==> src/rtl/boot_image_loader.sv <==
// boot_image_loader: streams a program image from a valid/ready byte
// interface into byte-addressed RAM, emits each assembled big-endian
// instruction word for tracing, and keeps the CPU in reset until the
// whole image has been written.
module boot_image_loader #(
  parameter int ADDR_W      = 8,
  parameter int MEM_BYTES   = 256,
  parameter int HOLD_CYCLES = 4
) (
  input  logic              clk,
  input  logic              clr,
  input  logic              start,
  input  logic [7:0]        byte_in,
  input  logic              byte_valid,
  input  logic              byte_last,
  output logic              byte_ready,
  output logic              ram_we,
  output logic [ADDR_W-1:0] ram_addr,
  output logic [7:0]        ram_wdata,
  output logic              word_valid,
  output logic [31:0]       word_out,
  output logic [ADDR_W:0]   byte_count,
  output logic              cpu_rst_n,
  output logic              done,
  output logic              err
);

  localparam logic [2:0] S_IDLE    = 3'd0;
  localparam logic [2:0] S_LOAD    = 3'd1;
  localparam logic [2:0] S_RELEASE = 3'd2;
  localparam logic [2:0] S_RUN     = 3'd3;
  localparam logic [2:0] S_ERROR   = 3'd4;

  // Wide enough to count 0..HOLD_CYCLES with headroom.
  localparam int HOLD_W = $clog2(HOLD_CYCLES + 1) + 1;

  localparam logic [HOLD_W-1:0] HOLD_END  = HOLD_W'(HOLD_CYCLES);
  localparam logic [HOLD_W-1:0] HOLD_ONE  = HOLD_W'(1);
  localparam logic [ADDR_W-1:0] LAST_ADDR = ADDR_W'(MEM_BYTES - 1);
  localparam logic [ADDR_W-1:0] ADDR_ONE  = ADDR_W'(1);
  localparam logic [ADDR_W:0]   CNT_ONE   = (ADDR_W + 1)'(1);

  // Builds the traced word from the bytes already seen in this word
  // (prev, oldest in the high byte) and the byte just accepted at word
  // position pos; positions not yet filled are padded with 0x00.
  function automatic logic [31:0] align_word(input logic [23:0] prev,
                                             input logic [7:0]  b,
                                             input logic [1:0]  pos);
    logic [31:0] w;
    case (pos)
      2'd0:    w = {b, 24'h000000};
      2'd1:    w = {prev[7:0], b, 16'h0000};
      2'd2:    w = {prev[15:0], b, 8'h00};
      default: w = {prev, b};
    endcase
    return w;
  endfunction

  logic [2:0]        state_q, state_d;
  logic [ADDR_W-1:0] addr_q, addr_d;
  logic [ADDR_W:0]   count_q, count_d;
  logic [HOLD_W-1:0] hold_q, hold_d;
  logic [23:0]       shift_q, shift_d;

  logic              byte_ready_q, byte_ready_d;
  logic              ram_we_q, ram_we_d;
  logic [ADDR_W-1:0] ram_addr_q, ram_addr_d;
  logic [7:0]        ram_wdata_q, ram_wdata_d;
  logic              word_valid_q, word_valid_d;
  logic [31:0]       word_out_q, word_out_d;
  logic              cpu_rst_n_q, cpu_rst_n_d;
  logic              done_q, done_d;
  logic              err_q, err_d;

  logic              xfer;

  // byte_ready_q mirrors the LOAD state, so it alone qualifies a transfer.
  assign xfer = byte_valid & byte_ready_q;

  // Next-state, write-path and word-assembly logic.
  always_comb begin
    state_d      = state_q;
    addr_d       = addr_q;
    count_d      = count_q;
    hold_d       = hold_q;
    shift_d      = shift_q;
    ram_we_d     = 1'b0;
    ram_addr_d   = ram_addr_q;
    ram_wdata_d  = ram_wdata_q;
    word_valid_d = 1'b0;
    word_out_d   = word_out_q;

    case (state_q)
      S_IDLE, S_RUN, S_ERROR: begin
        if (start) begin
          state_d = S_LOAD;
          addr_d  = '0;
          count_d = '0;
        end else begin
          state_d = state_q;
        end
      end

      S_LOAD: begin
        hold_d = '0;
        if (xfer) begin
          ram_we_d    = 1'b1;
          ram_addr_d  = addr_q;
          ram_wdata_d = byte_in;
          count_d     = count_q + CNT_ONE;
          shift_d     = {shift_q[15:0], byte_in};
          if ((addr_q[1:0] == 2'd3) || byte_last) begin
            word_valid_d = 1'b1;
            word_out_d   = align_word(shift_q, byte_in, addr_q[1:0]);
          end else begin
            word_valid_d = 1'b0;
          end
          // The address saturates at the top of RAM; a transfer there
          // always leaves LOAD, so it can never wrap back to 0.
          if (addr_q == LAST_ADDR) begin
            addr_d = addr_q;
          end else begin
            addr_d = addr_q + ADDR_ONE;
          end
          if (byte_last) begin
            state_d = S_RELEASE;
          end else if (addr_q == LAST_ADDR) begin
            state_d = S_ERROR;
          end else begin
            state_d = S_LOAD;
          end
        end else begin
          state_d = S_LOAD;
        end
      end

      // The first RELEASE cycle carries the final write; the CPU is then
      // held for HOLD_CYCLES further cycles before release.
      S_RELEASE: begin
        if (hold_q == HOLD_END) begin
          state_d = S_RUN;
          hold_d  = '0;
        end else begin
          hold_d  = hold_q + HOLD_ONE;
        end
      end

      default: begin
        state_d = S_IDLE;
      end
    endcase

    // Status outputs are registered decodes of the next state so they
    // line up exactly with the state register.
    byte_ready_d = (state_d == S_LOAD);
    cpu_rst_n_d  = (state_d == S_RUN);
    done_d       = (state_d == S_RUN);
    err_d        = (state_d == S_ERROR);
  end

  // Control state: FSM, load address, byte counter, hold timer, word shifter.
  always_ff @(posedge clk or negedge clr) begin
    if (!clr) begin
      state_q <= S_IDLE;
      addr_q  <= '0;
      count_q <= '0;
      hold_q  <= '0;
      shift_q <= '0;
    end else begin
      state_q <= state_d;
      addr_q  <= addr_d;
      count_q <= count_d;
      hold_q  <= hold_d;
      shift_q <= shift_d;
    end
  end

  // Registered outputs toward RAM, trace port and CPU.
  always_ff @(posedge clk or negedge clr) begin
    if (!clr) begin
      byte_ready_q <= 1'b0;
      ram_we_q     <= 1'b0;
      ram_addr_q   <= '0;
      ram_wdata_q  <= '0;
      word_valid_q <= 1'b0;
      word_out_q   <= '0;
      cpu_rst_n_q  <= 1'b0;
      done_q       <= 1'b0;
      err_q        <= 1'b0;
    end else begin
      byte_ready_q <= byte_ready_d;
      ram_we_q     <= ram_we_d;
      ram_addr_q   <= ram_addr_d;
      ram_wdata_q  <= ram_wdata_d;
      word_valid_q <= word_valid_d;
      word_out_q   <= word_out_d;
      cpu_rst_n_q  <= cpu_rst_n_d;
      done_q       <= done_d;
      err_q        <= err_d;
    end
  end

  assign byte_ready = byte_ready_q;
  assign ram_we     = ram_we_q;
  assign ram_addr   = ram_addr_q;
  assign ram_wdata  = ram_wdata_q;
  assign word_valid = word_valid_q;
  assign word_out   = word_out_q;
  assign byte_count = count_q;
  assign cpu_rst_n  = cpu_rst_n_q;
  assign done       = done_q;
  assign err        = err_q;

endmodule

==> config.mk <==
export PLATFORM = sky130hd
export DESIGN_NAME = boot_image_loader
export DESIGN_NICKNAME = d
export VERILOG_FILES = /design/src/rtl/boot_image_loader.sv
export SDC_FILE = /design/constraint.sdc
export NUM_CORES = 1
export LEC_CHECK = 0
export ABC_AREA = 1
export ABC_CLOCK_PERIOD_IN_PS = 2000
export BUFFER_PORTS_ARGS = -buffer_cell sky130_fd_sc_hd__buf_4
export CAP_MARGIN = 20
export CORE_MARGIN = 3
export CORE_UTILIZATION = 55
export CTS_CLUSTER_DIAMETER = 120
export DETAILED_ROUTE_END_ITERATION = 8
export PLACE_DENSITY = 0.76
export SLEW_MARGIN = 40
export SYNTH_ARGS = -nofsm -noshare
export SYNTH_HDL_FRONTEND = slang
export SYNTH_SLANG_ARGS = --single-unit
==> constraint.sdc <==
create_clock -name clk -period 2 [get_ports clk]
set_input_delay 0.4 -clock clk [delete_from_list [all_inputs] [get_ports clk]]
set_output_delay 0.4 -clock clk [all_outputs]
set_load 0.005 [all_outputs]
==> metrics <==
EDFF count, synth=0; # Post-CTS Setup Buffers=0; Final setup viols=0; fmax=around 0.57 GHz; initial antenna violation count=0; Syn Area/Cell=slightly above 8 sq um; max_slew headroom=between 60 and 70%; WP data arrival=about 2.0 ns; HP Start=byte_in[1]; Cells after Synth=approximately 560; CORE AREA=7968 sq um; worst reg2reg setup slack=about 0.24 ns; first-pass detailed-route iteration total=5; max-cap viol count=0; vias in the first global route=around 3800; Area Growth Syn to Fin=16.23%; leakage=between 2 and 3 nW; crit share post-route=roughly nine tenths; kind of critical path=reg -> reg; Iteration-0 DRC Markers=190; Via Count=3978; gr usage total=approximately 23%; clock slew at reported path FFs=0.10 ns; Core Util, Final=68.04%; CP Launch Point=state_q[2]; setup tns final=0 ns; mapped cell area=4664 sq um; Switching Share=a little over two fifths; layout cell share with drive strength beyond 1=20.60%; number of hold violations in the final report=0; starting density of the core=58.54%; first-pass GRT wire length=approximately 18 mm; Residual DRC=0; HP Class=in -> reg; post-synth top area cell=dfrtp_1; IO buf count=75; Boundary Pins=76; Clock Tree Buf Depth=2; pin count of the biggest net entering global routing=between 50 and 60; crit path time final=around 1.8 ns; Final GP Congestion=between 0.8 and 0.9; share of flip-flops with an asynchronous set or reset=100.0%; clk_lat worst skew=roughly 0.36 ns; Logic pwr share=between 40 and 50%; Cell variety after synth=34; sequential share of the synthesized area=around half; Yosys warning total=0; synth cell count leaders=174 x nand2_1, 93 x dfrtp_1, 57 x o21ai_0, 52 x inv_1, 29 x nand3_1; Antenna Cells=0; row count=32; Vias per Instance=between 5 and 6; maximum VDD drop=0.0009551 V; global route total overflow=0; Area contributors post-synth=dfrtp_1 50%, nand2_1 14%, o21ai_0 6.1%; sw power=~2.9 mW; Post-DRT Antenna Nets=0; root buf cell=clkbuf_8; Final Skew=about 0.0095 ns; slowest stage cell on the critical path=dfrtp_1; r2r startpoint=state_q[2]; clock share of power=approximately 16%; max-slew violations=0; CTS H-Tree Depth=3; Die ar.=around 9600 sq um; Horiz. Die Dim=98.09 um; element type at the critical path end=register; wire per inst=between 10 and 15 um; Mapped Nets=slightly below 600; TritonCTS Buffers=9; Pint=~4 mW; Slowest Stage Delay on Critical Path=about 0.44 ns; count leader, synth=nand2_1; Most used DFF post-synth=dfrtp_1; RSZ-0062 raised after global routing=false; CTS tree=yes; Pwr Density=roughly 1300 nW/um^2; Worst EP required=2.27 ns; CP Cell Sequence=inv_1 -> nand3_4 -> inv_4 -> nand2_2 -> buf_6 -> o31ai_1; outcome=completed; Post-DP HPWL=~7.7 mm; sequential share of power=between 40 and 50%; proportion of netlist area held by the largest area contributor=around 50%; Final nets=approximately 650; startpoint types=register; Die Ht=98.09 um; Filler Cell Count=~640; CTS Sinks=just over 90; worst-path maximum fanout=49; Worst-Margin Slew=0.4676 ns; Routed WL=10.67 mm; Yosys reg bits=just over 90
-- sequential cells by signal (all words and copies together), names as in the netlist --
register	count
word_out	32
done	1
shift_q	24
byte_ready	1
byte_count	9
addr_q	8
word_valid	1
hold_q	4
ram_addr	8
err	1
state_q	3
ram_we	1
-- worst paths after layout --
path | cells past startpoint | to
min in group asynchronous | 2 | word_out[24]
worst max-delay path | 6 | word_out[6]
worst min register to register | 2 | ram_addr[5]
worst min-delay path | 3 | shift_q[1]
max in group asynchronous | 3 | word_out[16]
worst max register to register | 6 | word_out[6]
-- power by group through the flow --
stage          Combinational, mW  Clock [mW]  Sequential, mW
3_3_place_gp                2.78           0            2.92
5_1_grt                     3.21        1.23            2.98
3_5_place_dp                2.84           0            2.93
4_1_cts                     2.86        1.14            2.90
2_1_floorplan               1.96           0            2.84
6_report                    2.85        1.13            2.91
-- worst max-delay path, delay by kind of cell (launching register included) --
kind / cells / cell delay [ns]
buffers and inverters: 3 / 0.59
flip-flops: 1 / 0.44
AND/OR/NAND/NOR: 2 / 0.38
AO/OA/AOI/OAI: 1 / 0.25
-- per-stage QoR --
step / power [mW] / worst slack (ns) / cell area, sq um / std cells / hold slack (ns)
global placement: 5.702 / 0.2092 / 5238 / 716 / 0.3267
finish: 6.887 / 0.2387 / 5421 / 733 / 0.2673
floorplan: 4.804 / 0.4357 / 4664 / 561 / 0.1044
global route: 7.415 / 0.04985 / 5421 / 733 / 0.2708
CTS: 6.902 / 0.1339 / 5415 / 733 / 0.2588
detailed placement: 5.777 / 0.1545 / 5238 / 716 / 0.3251
-- kinds of logic after synthesis --
| group | after synthesis | share of synthesized area (%) |
|---|---|---|
| buffers and inverters | 87 | 9.147 |
| adder cells (fa/ha/maj) | 8 | 2.146 |
| flip-flops | 93 | 49.89 |
| AND/OR/NAND/NOR | 259 | 24.14 |
| AO/OA/AOI/OAI | 109 | 13.73 |
| XOR/XNOR | 5 | 0.9390 |
-- routing by layer --
metal,share of wire [%],global-route usage [%]
met4,1.6,7.348
met5,0,0
met1,44,30.92
met2,48,37.43
met3,6.3,4.286
-- layout make-up --
| type | count | area, sq um | share of cell area, % |
|---|---|---|---|
| Sequential cell | 93 | 2327 | 42.93 |
| Multi-Input combinational cell | 381 | 1913 | 35.29 |
| Timing Repair Buffer | 86 | 676.9 | 12.49 |
| Inverter | 55 | 209.0 | 3.854 |
| Clock buffer | 11 | 131.4 | 2.423 |
| Tap cell | 102 | 127.6 | 2.354 |
| Clock inverter | 5 | 36.28 | 0.6693 |
-- placed cells by master (no fill, tap or decap) --
cell / n
xnor2_1: 3
dlygate4sd3_1: 1
nor3_1: 1
buf_6: 1
o21ai_1: 5
o21ai_2: 5
o21bai_1: 4
nand3_1: 29
o31ai_1: 9
nand4_1: 4
nand3b_1: 1
nand2_2: 14
ha_2: 1
inv_1: 52
ha_1: 7
o21ai_4: 1
buf_12: 2
dfrtp_1: 93
buf_4: 82
inv_6: 1
o221ai_1: 8
nand2_4: 3
o21ai_0: 57
clkinv_2: 1
clkbuf_1: 2
clkinvlp_4: 3
clkbuf_8: 9
inv_4: 1
xor2_1: 2
o21a_1: 1
a21oi_1: 19
inv_2: 2
nand3_4: 2
nor3b_1: 1
nor2_1: 28
nor2_4: 1
nand3_2: 1
nand2_1: 174
-- what timing repair did --
item                                   in CTS  in global routing
setup endpoints to repair                   0                  4
hold buffers                                1                  0
gates resized for setup                     0                  2
endpoints found under the hold margin      23                  0
(Power assumes the default switching activity.)
